===== src/rtl/eth_ctrl_pkg.sv =====
// Shared definitions for the Ethernet controller config-port blocks:
// FSM state encoding, timing defaults and the error-response data value.
package eth_ctrl_pkg;

    // Arbiter FSM state encoding
    localparam logic [2:0] ST_IDLE    = 3'd0;
    localparam logic [2:0] ST_ISSUE   = 3'd1;
    localparam logic [2:0] ST_WAIT_WR = 3'd2;
    localparam logic [2:0] ST_WAIT_RD = 3'd3;
    localparam logic [2:0] ST_RESP    = 3'd4;

    // Post-write settle time; the config port gives no write acknowledge
    localparam int DEF_WR_GAP     = 16;
    // Longest wait for usr_rd_vld before a read is failed
    localparam int DEF_RD_TIMEOUT = 256;
    // Data returned alongside an error response
    localparam int ERR_DATA       = 0;

    function automatic int max_int(input int a, input int b);
        return (a > b) ? a : b;
    endfunction

endpackage


===== src/rtl/eth_cfg_arb_if.sv =====
// User register-config port of the Ethernet controller.
// master = the side issuing accesses, slave = the controller returning read data.
interface eth_cfg_arb_if #(
    parameter int ADDR_W = 32,
    parameter int DATA_W = 32
);
    logic              usr_cfg_type;
    logic              usr_wr_en;
    logic [ADDR_W-1:0] usr_wr_addr;
    logic [DATA_W-1:0] usr_wr_data;
    logic              usr_rd_en;
    logic [ADDR_W-1:0] usr_rd_addr;
    logic              usr_rd_vld;
    logic [DATA_W-1:0] usr_rd_data;

    modport master (
        output usr_cfg_type,
        output usr_wr_en,
        output usr_wr_addr,
        output usr_wr_data,
        output usr_rd_en,
        output usr_rd_addr,
        input  usr_rd_vld,
        input  usr_rd_data
    );

    modport slave (
        input  usr_cfg_type,
        input  usr_wr_en,
        input  usr_wr_addr,
        input  usr_wr_data,
        input  usr_rd_en,
        input  usr_rd_addr,
        output usr_rd_vld,
        output usr_rd_data
    );
endinterface


===== src/rtl/eth_rr_arb.sv =====
// Combinational round-robin picker: first active request strictly after
// last_i, wrapping modulo NUM_REQ. Produces one-hot grant plus its index.
module eth_rr_arb #(
    parameter int NUM_REQ = 3,
    parameter int IDX_W   = $clog2(NUM_REQ)
) (
    input  logic [NUM_REQ-1:0] req_i,
    input  logic [IDX_W-1:0]   last_i,
    output logic [NUM_REQ-1:0] gnt_o,
    output logic [IDX_W-1:0]   gnt_idx_o,
    output logic               gnt_vld_o
);

    // Walk positions last_i+1 .. last_i+NUM_REQ; the first hit wins
    always_comb begin
        int               cand;
        logic [IDX_W-1:0] pos;
        cand      = 0;
        pos       = '0;
        gnt_o     = '0;
        gnt_idx_o = '0;
        gnt_vld_o = 1'b0;
        for (int k = 1; k <= NUM_REQ; k++) begin
            cand = int'(last_i) + k;
            if (cand >= NUM_REQ) begin
                cand = cand - NUM_REQ;
            end
            pos = IDX_W'(cand);
            if (!gnt_vld_o && req_i[pos]) begin
                gnt_vld_o = 1'b1;
                gnt_idx_o = pos;
                gnt_o     = NUM_REQ'(1) << pos;
            end
        end
    end

endmodule


===== src/rtl/eth_cfg_arb.sv =====
// Shares the single user register-config port between NUM_REQ requesters.
// Round-robin grant, one transaction in flight, fixed gap after writes,
// bounded wait for read data. Every output is driven from a register.
module eth_cfg_arb
    import eth_ctrl_pkg::*;
#(
    parameter int NUM_REQ        = 3,
    parameter int REG_ADDR_WIDTH = 32,
    parameter int REG_DATA_WIDTH = 32,
    parameter int WR_GAP         = DEF_WR_GAP,
    parameter int RD_TIMEOUT     = DEF_RD_TIMEOUT
) (
    input  logic                               s_axi_aclk,
    input  logic                               s_axi_aresetn,
    input  logic                               eth_init_done,
    input  logic [NUM_REQ-1:0]                 req_vld,
    input  logic [NUM_REQ-1:0]                 req_wr,
    input  logic [NUM_REQ-1:0]                 req_type,
    input  logic [NUM_REQ*REG_ADDR_WIDTH-1:0]  req_addr,
    input  logic [NUM_REQ*REG_DATA_WIDTH-1:0]  req_data,
    output logic [NUM_REQ-1:0]                 req_ack,
    output logic [NUM_REQ-1:0]                 rsp_vld,
    output logic                               rsp_err,
    output logic [REG_DATA_WIDTH-1:0]          rsp_data,
    output logic                               busy,
    eth_cfg_arb_if.master                      usr
);

    localparam int IDX_W = $clog2(NUM_REQ);
    // Counter must reach both WR_GAP-1 and RD_TIMEOUT-1
    localparam int CNT_W = $clog2(max_int(WR_GAP, RD_TIMEOUT));

    // Unpacked views of the packed request buses
    logic [REG_ADDR_WIDTH-1:0] addr_arr [NUM_REQ];
    logic [REG_DATA_WIDTH-1:0] data_arr [NUM_REQ];

    for (genvar i = 0; i < NUM_REQ; i++) begin : g_unpack
        assign addr_arr[i] = req_addr[i*REG_ADDR_WIDTH +: REG_ADDR_WIDTH];
        assign data_arr[i] = req_data[i*REG_DATA_WIDTH +: REG_DATA_WIDTH];
    end

    logic [2:0]                state_q, state_d;
    logic [IDX_W-1:0]          last_q, last_d;
    logic [IDX_W-1:0]          gidx_q, gidx_d;
    logic                      wr_q, wr_d;
    logic [CNT_W-1:0]          cnt_q, cnt_d;
    logic [NUM_REQ-1:0]        ack_q, ack_d;
    logic [NUM_REQ-1:0]        rsp_vld_q, rsp_vld_d;
    logic                      rsp_err_q, rsp_err_d;
    logic [REG_DATA_WIDTH-1:0] rsp_data_q, rsp_data_d;
    logic                      busy_q, busy_d;
    logic                      type_q, type_d;
    logic                      wr_en_q, wr_en_d;
    logic                      rd_en_q, rd_en_d;
    logic [REG_ADDR_WIDTH-1:0] wr_addr_q, wr_addr_d;
    logic [REG_DATA_WIDTH-1:0] wr_data_q, wr_data_d;
    logic [REG_ADDR_WIDTH-1:0] rd_addr_q, rd_addr_d;

    logic [NUM_REQ-1:0]        arb_gnt;
    logic [IDX_W-1:0]          arb_idx;
    logic                      arb_vld;
    logic                      grant_ok;
    logic [NUM_REQ-1:0]        g_oh;
    logic                      wr_done;
    logic                      rd_timeout;

    eth_rr_arb #(
        .NUM_REQ (NUM_REQ),
        .IDX_W   (IDX_W)
    ) u_rr_arb (
        .req_i     (req_vld),
        .last_i    (last_q),
        .gnt_o     (arb_gnt),
        .gnt_idx_o (arb_idx),
        .gnt_vld_o (arb_vld)
    );

    // New grants are held off until the controller has finished initialising
    assign grant_ok   = eth_init_done & arb_vld;
    assign g_oh       = NUM_REQ'(1) << gidx_q;
    assign wr_done    = (cnt_q == CNT_W'(WR_GAP - 1));
    assign rd_timeout = (cnt_q == CNT_W'(RD_TIMEOUT - 1));

    // State, bookkeeping and output registers; async reset clears all
    always_ff @(posedge s_axi_aclk or negedge s_axi_aresetn) begin
        if (!s_axi_aresetn) begin
            state_q    <= ST_IDLE;
            last_q     <= IDX_W'(NUM_REQ - 1);
            gidx_q     <= '0;
            wr_q       <= 1'b0;
            cnt_q      <= '0;
            ack_q      <= '0;
            rsp_vld_q  <= '0;
            rsp_err_q  <= 1'b0;
            rsp_data_q <= '0;
            busy_q     <= 1'b0;
            type_q     <= 1'b0;
            wr_en_q    <= 1'b0;
            rd_en_q    <= 1'b0;
            wr_addr_q  <= '0;
            wr_data_q  <= '0;
            rd_addr_q  <= '0;
        end else begin
            state_q    <= state_d;
            last_q     <= last_d;
            gidx_q     <= gidx_d;
            wr_q       <= wr_d;
            cnt_q      <= cnt_d;
            ack_q      <= ack_d;
            rsp_vld_q  <= rsp_vld_d;
            rsp_err_q  <= rsp_err_d;
            rsp_data_q <= rsp_data_d;
            busy_q     <= busy_d;
            type_q     <= type_d;
            wr_en_q    <= wr_en_d;
            rd_en_q    <= rd_en_d;
            wr_addr_q  <= wr_addr_d;
            wr_data_q  <= wr_data_d;
            rd_addr_q  <= rd_addr_d;
        end
    end

    // Next-state decode
    always_comb begin
        state_d = state_q;
        case (state_q)
            ST_IDLE:    if (grant_ok) state_d = ST_ISSUE;
            ST_ISSUE:   state_d = wr_q ? ST_WAIT_WR : ST_WAIT_RD;
            ST_WAIT_WR: if (wr_done) state_d = ST_RESP;
            ST_WAIT_RD: if (usr.usr_rd_vld || rd_timeout) state_d = ST_RESP;
            ST_RESP:    state_d = ST_IDLE;
            default:    state_d = ST_IDLE;
        endcase
    end

    // Output/datapath next values; pulses are computed one cycle ahead so
    // that their registered copies line up with the ISSUE and RESP states
    always_comb begin
        last_d     = last_q;
        gidx_d     = gidx_q;
        wr_d       = wr_q;
        cnt_d      = cnt_q;
        ack_d      = '0;
        rsp_vld_d  = '0;
        rsp_err_d  = rsp_err_q;
        rsp_data_d = rsp_data_q;
        type_d     = type_q;
        wr_en_d    = 1'b0;
        rd_en_d    = 1'b0;
        wr_addr_d  = wr_addr_q;
        wr_data_d  = wr_data_q;
        rd_addr_d  = rd_addr_q;
        busy_d     = (state_d != ST_IDLE);

        case (state_q)
            ST_IDLE: begin
                if (grant_ok) begin
                    gidx_d = arb_idx;
                    wr_d   = req_wr[arb_idx];
                    type_d = req_type[arb_idx];
                    ack_d  = arb_gnt;
                    cnt_d  = '0;
                    if (req_wr[arb_idx]) begin
                        wr_en_d   = 1'b1;
                        wr_addr_d = addr_arr[arb_idx];
                        wr_data_d = data_arr[arb_idx];
                    end else begin
                        rd_en_d   = 1'b1;
                        rd_addr_d = addr_arr[arb_idx];
                    end
                end
            end
            ST_ISSUE: begin
                // Read data arriving this cycle is not accepted yet
                last_d = gidx_q;
                cnt_d  = '0;
            end
            ST_WAIT_WR: begin
                cnt_d = cnt_q + CNT_W'(1);
                if (wr_done) begin
                    rsp_vld_d  = g_oh;
                    rsp_err_d  = 1'b0;
                    rsp_data_d = '0;
                    cnt_d      = '0;
                end
            end
            ST_WAIT_RD: begin
                cnt_d = cnt_q + CNT_W'(1);
                // Real data beats the timeout when both land together
                if (usr.usr_rd_vld) begin
                    rsp_vld_d  = g_oh;
                    rsp_err_d  = 1'b0;
                    rsp_data_d = usr.usr_rd_data;
                    cnt_d      = '0;
                end else if (rd_timeout) begin
                    rsp_vld_d  = g_oh;
                    rsp_err_d  = 1'b1;
                    rsp_data_d = REG_DATA_WIDTH'(ERR_DATA);
                    cnt_d      = '0;
                end
            end
            default: begin
                cnt_d = '0;
            end
        endcase
    end

    assign req_ack          = ack_q;
    assign rsp_vld          = rsp_vld_q;
    assign rsp_err          = rsp_err_q;
    assign rsp_data         = rsp_data_q;
    assign busy             = busy_q;
    assign usr.usr_cfg_type = type_q;
    assign usr.usr_wr_en    = wr_en_q;
    assign usr.usr_wr_addr  = wr_addr_q;
    assign usr.usr_wr_data  = wr_data_q;
    assign usr.usr_rd_en    = rd_en_q;
    assign usr.usr_rd_addr  = rd_addr_q;

endmodule

===== src/flat_wrapper.sv =====
// flat-port wrapper written by rule: the top's interface ports become plain ports
module eth_cfg_arb_flat import eth_ctrl_pkg::*;
#(
    parameter int NUM_REQ        = 3,
    parameter int REG_ADDR_WIDTH = 32,
    parameter int REG_DATA_WIDTH = 32,
    parameter int WR_GAP         = DEF_WR_GAP,
    parameter int RD_TIMEOUT     = DEF_RD_TIMEOUT
)
  (s_axi_aclk, s_axi_aresetn, eth_init_done, req_vld, req_wr, req_type, req_addr, req_data, req_ack, rsp_vld, rsp_err, rsp_data, busy, usr_usr_cfg_type, usr_usr_wr_en, usr_usr_wr_addr, usr_usr_wr_data, usr_usr_rd_en, usr_usr_rd_addr, usr_usr_rd_vld, usr_usr_rd_data);
  eth_cfg_arb_if usr_i ();
  input  logic s_axi_aclk;
  input  logic s_axi_aresetn;
  input  logic eth_init_done;
  input  logic [NUM_REQ-1:0] req_vld;
  input  logic [NUM_REQ-1:0] req_wr;
  input  logic [NUM_REQ-1:0] req_type;
  input  logic [NUM_REQ*REG_ADDR_WIDTH-1:0] req_addr;
  input  logic [NUM_REQ*REG_DATA_WIDTH-1:0] req_data;
  output logic [NUM_REQ-1:0] req_ack;
  output logic [NUM_REQ-1:0] rsp_vld;
  output logic rsp_err;
  output logic [REG_DATA_WIDTH-1:0] rsp_data;
  output logic busy;
  output wire logic [$bits(usr_i.usr_cfg_type)-1:0] usr_usr_cfg_type;
  output wire logic [$bits(usr_i.usr_wr_en)-1:0] usr_usr_wr_en;
  output wire logic [$bits(usr_i.usr_wr_addr)-1:0] usr_usr_wr_addr;
  output wire logic [$bits(usr_i.usr_wr_data)-1:0] usr_usr_wr_data;
  output wire logic [$bits(usr_i.usr_rd_en)-1:0] usr_usr_rd_en;
  output wire logic [$bits(usr_i.usr_rd_addr)-1:0] usr_usr_rd_addr;
  input wire logic [$bits(usr_i.usr_rd_vld)-1:0] usr_usr_rd_vld;
  input wire logic [$bits(usr_i.usr_rd_data)-1:0] usr_usr_rd_data;
  assign usr_usr_cfg_type = usr_i.usr_cfg_type;
  assign usr_usr_wr_en = usr_i.usr_wr_en;
  assign usr_usr_wr_addr = usr_i.usr_wr_addr;
  assign usr_usr_wr_data = usr_i.usr_wr_data;
  assign usr_usr_rd_en = usr_i.usr_rd_en;
  assign usr_usr_rd_addr = usr_i.usr_rd_addr;
  assign usr_i.usr_rd_vld = usr_usr_rd_vld;
  assign usr_i.usr_rd_data = usr_usr_rd_data;
  eth_cfg_arb #(.NUM_REQ(NUM_REQ), .REG_ADDR_WIDTH(REG_ADDR_WIDTH), .REG_DATA_WIDTH(REG_DATA_WIDTH), .WR_GAP(WR_GAP), .RD_TIMEOUT(RD_TIMEOUT)) u_core (.s_axi_aclk(s_axi_aclk), .s_axi_aresetn(s_axi_aresetn), .eth_init_done(eth_init_done), .req_vld(req_vld), .req_wr(req_wr), .req_type(req_type), .req_addr(req_addr), .req_data(req_data), .req_ack(req_ack), .rsp_vld(rsp_vld), .rsp_err(rsp_err), .rsp_data(rsp_data), .busy(busy), .usr(usr_i));
endmodule

===== config.mk =====
export PLATFORM = sky130hd
export DESIGN_NAME = eth_cfg_arb_flat
export DESIGN_NICKNAME = d
export VERILOG_FILES = /design/src/rtl/eth_ctrl_pkg.sv /design/src/rtl/eth_cfg_arb_if.sv /design/src/rtl/eth_rr_arb.sv /design/src/rtl/eth_cfg_arb.sv /design/src/flat_wrapper.sv
export SDC_FILE = /design/constraint.sdc
export NUM_CORES = 1
export LEC_CHECK = 0
export ABC_AREA = 1
export BUFFER_PORTS_ARGS = -buffer_cell sky130_fd_sc_hd__buf_2
export CORE_ASPECT_RATIO = 0.5
export CORE_MARGIN = 2
export CORE_UTILIZATION = 42
export CTS_CLUSTER_SIZE = 25
export DETAILED_ROUTE_END_ITERATION = 7
export PLACE_DENSITY_LB_ADDON = 0.15
export SYNTH_ARGS = -nofsm -noshare
export SYNTH_HDL_FRONTEND = slang
export SYNTH_HIERARCHICAL = 1
export SYNTH_SLANG_ARGS = --single-unit

===== constraint.sdc =====
create_clock -name s_axi_aclk -period 2.9 [get_ports s_axi_aclk]
set_clock_uncertainty 0.1 [all_clocks]
set_input_delay 0.58 -clock s_axi_aclk [delete_from_list [all_inputs] [get_ports s_axi_aclk]]
set_output_delay 0.58 -clock s_axi_aclk [all_outputs]
set_load 0.03 [all_outputs]

==> results of run 1 <==
==> stage by stage <==
step / utilization / total power (uW) / hold slack (ps) / cells
after floorplan: - / 9580 / 184 / 1063
after global placement: 0.552 / 12400 / 358 / 1649
after detailed placement: 0.552 / 12500 / 360 / 1649
after CTS: 0.588 / 14900 / 25.4 / 1683
after global routing: 0.611 / 16800 / 39.1 / 1701
final: 0.611 / 15700 / 17.2 / 1701
==> registers in the layout, indices dropped and copies added (netlist names) <==
| name | cells |
|---|---|
| u_core/rsp_data | 32 |
| u_core/busy | 1 |
| u_core/usr.usr_wr_en | 1 |
| u_core/usr.usr_wr_data | 32 |
| u_core/usr.usr_cfg_type | 1 |
| u_core/gidx_q | 2 |
| u_core/last_q | 2 |
| u_core/req_ack | 3 |
| u_core/usr.usr_wr_addr | 32 |
| u_core/rsp_vld | 3 |
| u_core/wr_q | 1 |
| u_core/rsp_err | 1 |
| u_core/usr.usr_rd_en | 1 |
| u_core/cnt_q | 8 |
| u_core/usr.usr_rd_addr | 32 |
| u_core/state_q | 3 |
==> final timing paths <==
path	cells past startpoint	to	slack [ps]	start
max in group asynchronous	2	u_core/usr.usr_wr_data[2]	1980	s_axi_aresetn
hold / removal	1	u_core/rsp_data[5]	20	s_axi_aresetn
setup reg to reg	18	u_core/usr.usr_wr_addr[28]	80	u_core/last_q[1]
setup / recovery	18	u_core/usr.usr_wr_addr[28]	80	u_core/last_q[1]
hold reg to reg	2	u_core/usr.usr_wr_data[5]	370	u_core/usr.usr_wr_data[5]
min in group s_axi_aclk	3	u_core/rsp_data[22]	260	usr_usr_rd_data[22]
==> logic make-up after synthesis <==
family / Yosys count / synth area share
xor+xnor: 2 / 0.00223
buf+inv: 107 / 0.0582
simple gates: 617 / 0.320
fa+ha+maj: 7 / 0.0112
compound gates: 175 / 0.114
flops: 155 / 0.494
==> cell type report <==
type,instances,area share
repair inverters,1,0.00145
repair buffers,433,0.235
inverters,38,0.0155
multi-input cells,802,0.323
flip-flops and latches,155,0.346
well taps,240,0.0268
clock inverters,11,0.0107
clock buffers,21,0.0411
==> routing by layer <==
layer / up-vias / GRT usage
met1: 4006 / 0.304
met2: 299 / 0.428
met3: 46 / 0.0468
met5: - / 0
li1: 4197 / -
met4: 0 / 0.101
==> report_power, final <==
part / total (uW) / internal [uW] / switching (uW) / leakage (uW)
clock: 2190 / 1310 / 882 / 0.000279
sequential: 3530 / 3080 / 450 / 0.00198
combinational: 9940 / 3250 / 6690 / 0.00398
==> synth_stat cells <==
cell	n
or2_2	1
o2111ai_1	1
ha_1	7
nor2_4	2
inv_2	3
o31ai_1	1
buf_1	4
nand2_1	399
nor3_1	1
inv_4	1
nand3_2	1
o21ai_0	144
nand3b_1	1
buf_2	18
o21ai_4	1
buf_6	1
a21oi_1	1
nand4_1	1
clkinv_1	1
nand3_1	119
buf_4	6
inv_1	33
clkbuf_1	40
nor2_1	86
xor2_1	2
nor2_2	1
dfstp_2	1
dfrtp_1	154
nand2_2	4
o21ai_1	26
a31oi_1	1
nand2_4	1
==> critical path, cell delays in order (launching register included) <==
cell and delay (ps):
dfstp_2 540, inv_2 50, ha_4 310, buf_6 110, nand3_1 110, nand2_2 110, nand2_2 70, nor2_4 120
nand2_1 70, nand2_2 90, inv_4 50, nand2_2 60, nand2_2 60, o21ai_4 230, buf_6 160, nand2_8 130
clkbuf_16 230, nand2_1 70, nand2_1 50
==> cells in the final DEF, fill, tap and decap left out, types with 3 or more instances in the layout <==
master	n
buf_12	7
buf_16	3
buf_2	374
buf_4	34
buf_6	6
clkbuf_16	25
clkinv_2	4
clkinvlp_4	3
dfrtp_1	154
ha_1	5
inv_1	31
inv_2	4
nand2_1	391
nand2_2	10
nand3_1	117
nor2_1	85
nor2_4	3
o21ai_0	139
o21ai_1	30
==> timing repair <==
item / in CTS / in global routing
pin swaps: 1 / 12
gates cloned: 1 / 11
buffers inserted: 1 / 7
endpoints found under the setup margin: 100 / 99
endpoints found under the hold margin: 0 / 0
hold buffers: 0 / 0
resized for setup: 8 / 36
==> impl_metrics.toml, run 1 <==
[sta]
max_freq_mhz = 354
period_needed_ps = 2820
setup_viol = 0
worst_slack_ps = 76.5
worst_pin_slew_ps = 529
fin_crit_sh = 0.974
hold_viol = 0
rsz0062_at_grt = "true"
setup-tns-final_ps = 0
relSlewSlack = 0.647
drv_slew = 0

[die]
die_width_um = 197
die_area_um2 = 19900
ios = 376
core.rowCount = 35
core_area_um2 = 18300
initial_core_util = 0.428
die_y_um = 101

[routing]
via_per_inst = 5.03
vias = 8548
wl_met2_um = 13100
wirelength_um = 26400
wl_met3_um = 1560
post_drt_wl_per_cell_um = 15.5
drt_iter0_drc = 434
wl_met1_um = 11100
drcViolationCount = 0
top_layer_used = "met4"
postRouteAntennaNets = 0
drt_first_pass_iters = 5

[min_path]
hold_path.class = "primary input to asynchronous set/reset pin"

[setup_path]
worstPathArrival_ps = 3030
crit_path_max_fanout = 17
worst_ep_required_time_ps = 3110
critPathLaunchType = "flip-flop"
path_class = "flip-flop to flip-flop"
critPathCaptureType = "flip-flop"

[grt]
grt_pass1_wl_um = 38500
grt_pass1_vias = 7759
grt-ovfl-total = 0
track_usage = 0.245
grt_max_degree = 63
antenna_found_initial = 0

[final_layout]
design_area_um2 = 11200
seqCellArea_um2 = 3880
fill_cells = 1732
multi_input_area_um2 = 3620
finalNetCount = 1692
area_growth_pct = 42.7
antennaDiodeCount = 0
drive_gt1_frac = 0.343

[clocking]
cts_sinks = 155
root_buffer = "clkbuf_16"
clock_latency_ps = 410
cts_made_buffers = 17
cts_max_level = 4
cts_tree = "done"
clk_pin_slew_ps = 60
clockBufferDepth = 2

[placement]
hpwl_um = 18000
place_area_um2 = 10100
gp_congestion = 0.924
post-place-ws_ps = -169
port_buffers = 375

[synth]
yosys-top-cells-area = "dfrtp_1 (49%), nand2_1 (19%), o21ai_0 (9.2%), nand3_1 (7.6%), nor2_1 (4.1%)"
ys_seq_area_frac = 0.494
syn-num-nets = 1307
syn_area_per_cell_um2 = 7.39
netlist.area_leader.share = 0.491
yosys.area.top_type = "dfrtp_1"
synth_cell_types = 32
synth_area_um2 = 7850
synth_cells = 1063
ys_seq_elements = 155
ys_warn_count = 6

[power_and_ir_drop]
irDropWorstVdd_v = 0.000804
power_density_nw_per_um2 = 1400
leakagePower_uw = 0.00623

[flow_run]
max-cap-violations = 0

[run_status]
status = "finished clean"
No activity file was read; power rests on OpenSTA's default activity.
==> run 2, diff against run 1 <==
CORE_MARGIN = not set   (was 2)
==> run 2 against run 1 <==
Global-route usage up 2.2 points. First-iteration DRC count grew 15%. Combinational power is 4.8% lower. Clock power is 9.1% higher. Core utilization grew 0.48 points. Hold slack improved by 250 ps. Sequential power hardly changed. Clock-buffer cell count decreased by 3. Routed wire length decreased by 0.50%. Maximum frequency is 2.8% higher.
==> impl_metrics.toml, run 2 (same netlist as run 1, synthesis figures left out) <==
[run_status]
status = "finished clean"

[setup_path]
slowest_delay_ps = 530
path_cells = "inv_1 -> ha_4 -> nand2_1 -> nand3_4 -> nand2_4 -> nand3_1 -> nand2_1 -> inv_1 -> nand2_2 -> inv_4 -> nand2_1 -> nand2_1 -> o21ai_4 -> buf_4 -> nand2_4 -> clkinv_8 -> clkbuf_16 -> nand2_1 -> nand2_1"
setup.worst_path.end = "u_core/usr.usr_wr_addr[4]"
path_class = "flip-flop to flip-flop"
worstPathArrival_ps = 2950
r2r-end = "u_core/usr.usr_wr_addr[4]"
critPathCaptureType = "flip-flop"
critPathLaunchType = "flip-flop"
r2r_start = "u_core/last_q[1]"
worst_ep_required_time_ps = 3100
r2r_slack_ps = 150
r2r_cells = 19
crit_start = "u_core/last_q[1]"
cp_common_cell = "nand2_1"
critical_path.slowest_cell = "dfstp_2"
crit_path_max_fanout = 15

[die]
die_width_um = 195
initial_core_util = 0.441
core_area_um2 = 17800
core.rowCount = 34
die_area_um2 = 19300
die_y_um = 98.7
ios = 376

[placement]
port_buffers = 375
gp_congestion = 0.937
post-place-ws_ps = -118
hpwl_um = 18600
dp.cells = 1637

[clocking]
cts_sinks = 155
root_buffer = "clkbuf_16"
clockBufferDepth = 2
cts_made_buffers = 17
clk_pin_slew_ps = 60
cts_max_level = 4
cts_tree = "done"
clock_latency_ps = 420

[grt]
grt_pass1_vias = 8096
grt-ovfl-total = 0
track_usage = 0.267
grt_max_degree = 95
grt_pass1_wl_um = 40900
antenna_found_initial = 4

[routing]
vias = 8621
post_drt_wl_per_cell_um = 15.6
drt_iter0_drc = 501
wirelength_um = 26300
drt_first_pass_iters = 5
postRouteAntennaNets = 0
drcViolationCount = 0
via_per_inst = 5.13

[sta]
max_freq_mhz = 364
fin_crit_sh = 0.947
worst_slack_ps = 155
setup_viol = 0
setup-tns-final_ps = 0
period_needed_ps = 2750
worst_pin_slew_ps = 574
hold_viol = 0
relSlewSlack = 0.616
drv_slew = 0

[final_layout]
final_common_cell = "nand2_1"
layout_common_cells = "nand2_1 (397), buf_2 (374), dfrtp_1 (154)"
seqCellArea_um2 = 3880
area_growth_pct = 39.7
finalNetCount = 1676
fill_cells = 1683
drive_gt1_frac = 0.330
multi_input_area_um2 = 3590
fin_cells = 1682
final_util = 0.615

[min_path]
hold_path.class = "primary input to flip-flop"

[power_and_ir_drop]
leakagePower_uw = 0.00613
power_density_nw_per_um2 = 1400
irDropWorstVdd_v = 0.000833
total_power_uw = 15400

[flow_run]
max-cap-violations = 0
run 2: cell count changes in the layout (fill, tap and decap cells not counted), moves of 3 or more:
cell,change
buf_4,-7
nand2_1,+6
diode_2,+3
buf_6,-3
nand2_2,-6
clkinv_4,+3
clkbuf_16,-4
run 2: layer usage:
layer	routed length, um	up-vias	GRT usage
li1	-	4177	-
met1	11000	4022	0.336
met2	12900	366	0.459
met3	1620	54	0.0513
met4	715	2	0.104
met5	13	-	0
run 2: worst min path at each step:
stage	start	end	slack, ps	cells after the start
after floorplan	s_axi_aresetn	u_core/busy	180	0
after global placement	u_core/usr.usr_wr_addr[15]	u_core/usr.usr_wr_addr[15]	360	2
after detailed placement	u_core/usr.usr_wr_addr[15]	u_core/usr.usr_wr_addr[15]	360	2
after CTS	usr_usr_rd_data[31]	u_core/rsp_data[31]	250	3
after global routing	usr_usr_rd_data[24]	u_core/rsp_data[24]	260	3
final	usr_usr_rd_data[31]	u_core/rsp_data[31]	270	3
run 2: repair_timing:
action	CTS	global route
setup endpoints to repair	98	94
buffers inserted	0	4
pin swaps	0	3
cloned	1	4
hold buffers	1	0
gates resized for setup	4	21
hold endpoints to repair	37	0
run 2: where the power goes:
group          internal (uW)  switching (uW)  leakage, uW
Clock                   1470             920     0.000310
Combinational           2920            6530      0.00385
Sequential              3080             441      0.00198
run 2: metrics by stage:
step / hold WS, ps / area, um2
floorplan: 184 / 7850
global placement: 356 / 10100
detailed placement: 359 / 10100
CTS: 247 / 10700
global route: 258 / 11000
finish: 268 / 11000
run 2: critical path, delay by kind of cell (launching register included):
| kind | cells | cell delay [ps] |
|---|---|---|
| AOI/OAI and AO/OA | 1 | 80 |
| adders and majority gates | 1 | 330 |
| buffers and inverters | 6 | 670 |
| DFF | 1 | 530 |
| and+or+nand+nor | 11 | 930 |
run 2: area by class of cell:
cell class,instances,share of cell area
antenna,3,0.000684
inverter,38,0.0146
timing repair buffer,418,0.219
multi-input combinational,802,0.327
tap,234,0.0267
sequential,155,0.354
clock buffer,18,0.0400
clock inverter,14,0.0178
==> run 3, diff against run 2 <==
RECOVER_POWER = 50   (was not set)
==> run 3 against run 2 <==
Die area did not move. Combinational power fell by 1%. Largest cell class unchanged. Via count fell by 0.22%.
==> impl_metrics.toml, run 3 (same netlist as run 1, synthesis figures left out) <==
[final_layout]
area_growth_pct = 38.3
layout_common_cells = "nand2_1 (397), buf_2 (309), dfrtp_1 (154)"
final_util = 0.609
multi_input_area_um2 = 3590
design_area_um2 = 10900
final_common_cell = "nand2_1"
seqCellArea_um2 = 3880
fill_cells = 1709
finalNetCount = 1676
drive_gt1_frac = 0.284

[setup_path]
r2r-end = "u_core/usr.usr_wr_addr[4]"
worst_ep_required_time_ps = 3100
critical_path.slowest_cell = "dfstp_2"
r2r_cells = 19
critPathLaunchType = "flip-flop"
path_cells = "inv_1 -> ha_4 -> nand2_1 -> nand3_4 -> nand2_4 -> nand3_1 -> nand2_1 -> inv_1 -> nand2_2 -> inv_4 -> nand2_1 -> nand2_1 -> o21ai_4 -> buf_4 -> nand2_4 -> clkinv_8 -> clkbuf_16 -> nand2_1 -> nand2_1"
r2r_start = "u_core/last_q[1]"
r2r_slack_ps = 160
setup.worst_path.end = "u_core/usr.usr_wr_addr[4]"
crit_path_max_fanout = 15
crit_start = "u_core/last_q[1]"
crit_family = "simple AND/OR/NAND/NOR gates"
cp_common_cell = "nand2_1"
worstPathArrival_ps = 2950
critPathCaptureType = "flip-flop"
path_class = "flip-flop to flip-flop"
slowest_delay_ps = 530
worst-path-stages = 19
path_buf_inv = 6

[clocking]
clock_latency_ps = 420
cts_made_buffers = 17
cts_tree = "done"
cts_max_level = 4
clockBufferDepth = 2
root_buffer = "clkbuf_16"
clk_pin_slew_ps = 60
cts_sinks = 155

[routing]
drt_first_pass_iters = 5
via_per_inst = 5.11
post_drt_wl_per_cell_um = 15.7
vias = 8602
drcViolationCount = 0
postRouteAntennaNets = 0
drt_iter0_drc = 532
wirelength_um = 26300

[die]
die_width_um = 195
die_area_um2 = 19300
die_y_um = 98.7
ios = 376
initial_core_util = 0.441
core_area_um2 = 17800
core.rowCount = 34

[placement]
gp_congestion = 0.937
port_buffers = 375
hpwl_um = 18600
post-place-ws_ps = -118
place_area_um2 = 10100

[grt]
grt_pass1_wl_um = 40900
grt_pass1_vias = 8096
grt-ovfl-total = 0
grt_max_degree = 95
track_usage = 0.267
antenna_found_initial = 4

[sta]
period_needed_ps = 2740
max_freq_mhz = 364
worst_pin_slew_ps = 1030
relSlewSlack = 0.313
drv_slew = 0
setup_viol = 0
hold_viol = 0
holdWs_ps = 267
fin_crit_sh = 0.946
worst_slack_ps = 156

[run_status]
status = "finished clean"

[min_path]
hold_path.class = "primary input to flip-flop"

[power_and_ir_drop]
leakagePower_uw = 0.00590
power_density_nw_per_um2 = 1410
irDropWorstVdd_v = 0.000829

[flow_run]
max-cap-violations = 0
-- run 3: changes by cell type in the layout (fill, tap and decap cells not counted), sizes merged --
cell / before / now
buf: 413 / 344
clkbuf: 22 / 91
-- run 3: worst min path at each step --
stage,from,end,slack [ps],depth (start not counted)
2_1_floorplan,s_axi_aresetn,u_core/busy,180,0
3_3_place_gp,u_core/usr.usr_wr_addr[15],u_core/usr.usr_wr_addr[15],360,2
3_5_place_dp,u_core/usr.usr_wr_addr[15],u_core/usr.usr_wr_addr[15],360,2
4_1_cts,usr_usr_rd_data[31],u_core/rsp_data[31],250,3
5_1_grt,usr_usr_rd_data[24],u_core/rsp_data[24],260,3
6_report,usr_usr_rd_data[31],u_core/rsp_data[31],270,3
-- run 3: cell type report --
class / count / area share
inverters: 38 / 0.0147
well taps: 234 / 0.0270
clock buffers: 18 / 0.0404
repair buffers: 418 / 0.212
clock inverters: 14 / 0.0180
flip-flops and latches: 155 / 0.357
multi-input cells: 802 / 0.330
diodes: 3 / 0.000691
-- run 3: metrics by stage --
step                total power [uW]  std cells  setup TNS (ps)
detailed placement             12400       1637           -5920
global route                   16400       1681           -1.16
global placement               12300       1637            -504
CTS                            14900       1671            -185
finish                         15300       1682               0
floorplan                       9580       1063               0
-- run 3: metal layers --
| metal | routed length, um | share of wire | GRT usage |
|---|---|---|---|
| met5 | 13 | 0.00049 | 0 |
| met4 | 690 | 0.026 | 0.104 |
| met3 | 1580 | 0.060 | 0.0513 |
| met2 | 12900 | 0.49 | 0.459 |
| met1 | 11100 | 0.42 | 0.336 |
-- run 3: tightest hold or removal path, cell delays in order --
cell,delay [ps]
buf_2,80
nand2_1,40
nand2_1,50
-- run 3: power breakdown --
| group | switching (uW) | internal, uW |
|---|---|---|
| Clock | 921 | 1470 |
| Combinational | 6530 | 2810 |
| Sequential | 453 | 3080 |
-- run 3: what timing repair did --
item / 4_1_cts / 5_1_grt
pin swaps: 0 / 3
hold buffers: 1 / 0
hold endpoints to repair: 37 / 0
setup buffers: 0 / 4
cloned: 1 / 4
endpoints found under the setup margin: 98 / 94
resized for setup: 4 / 21
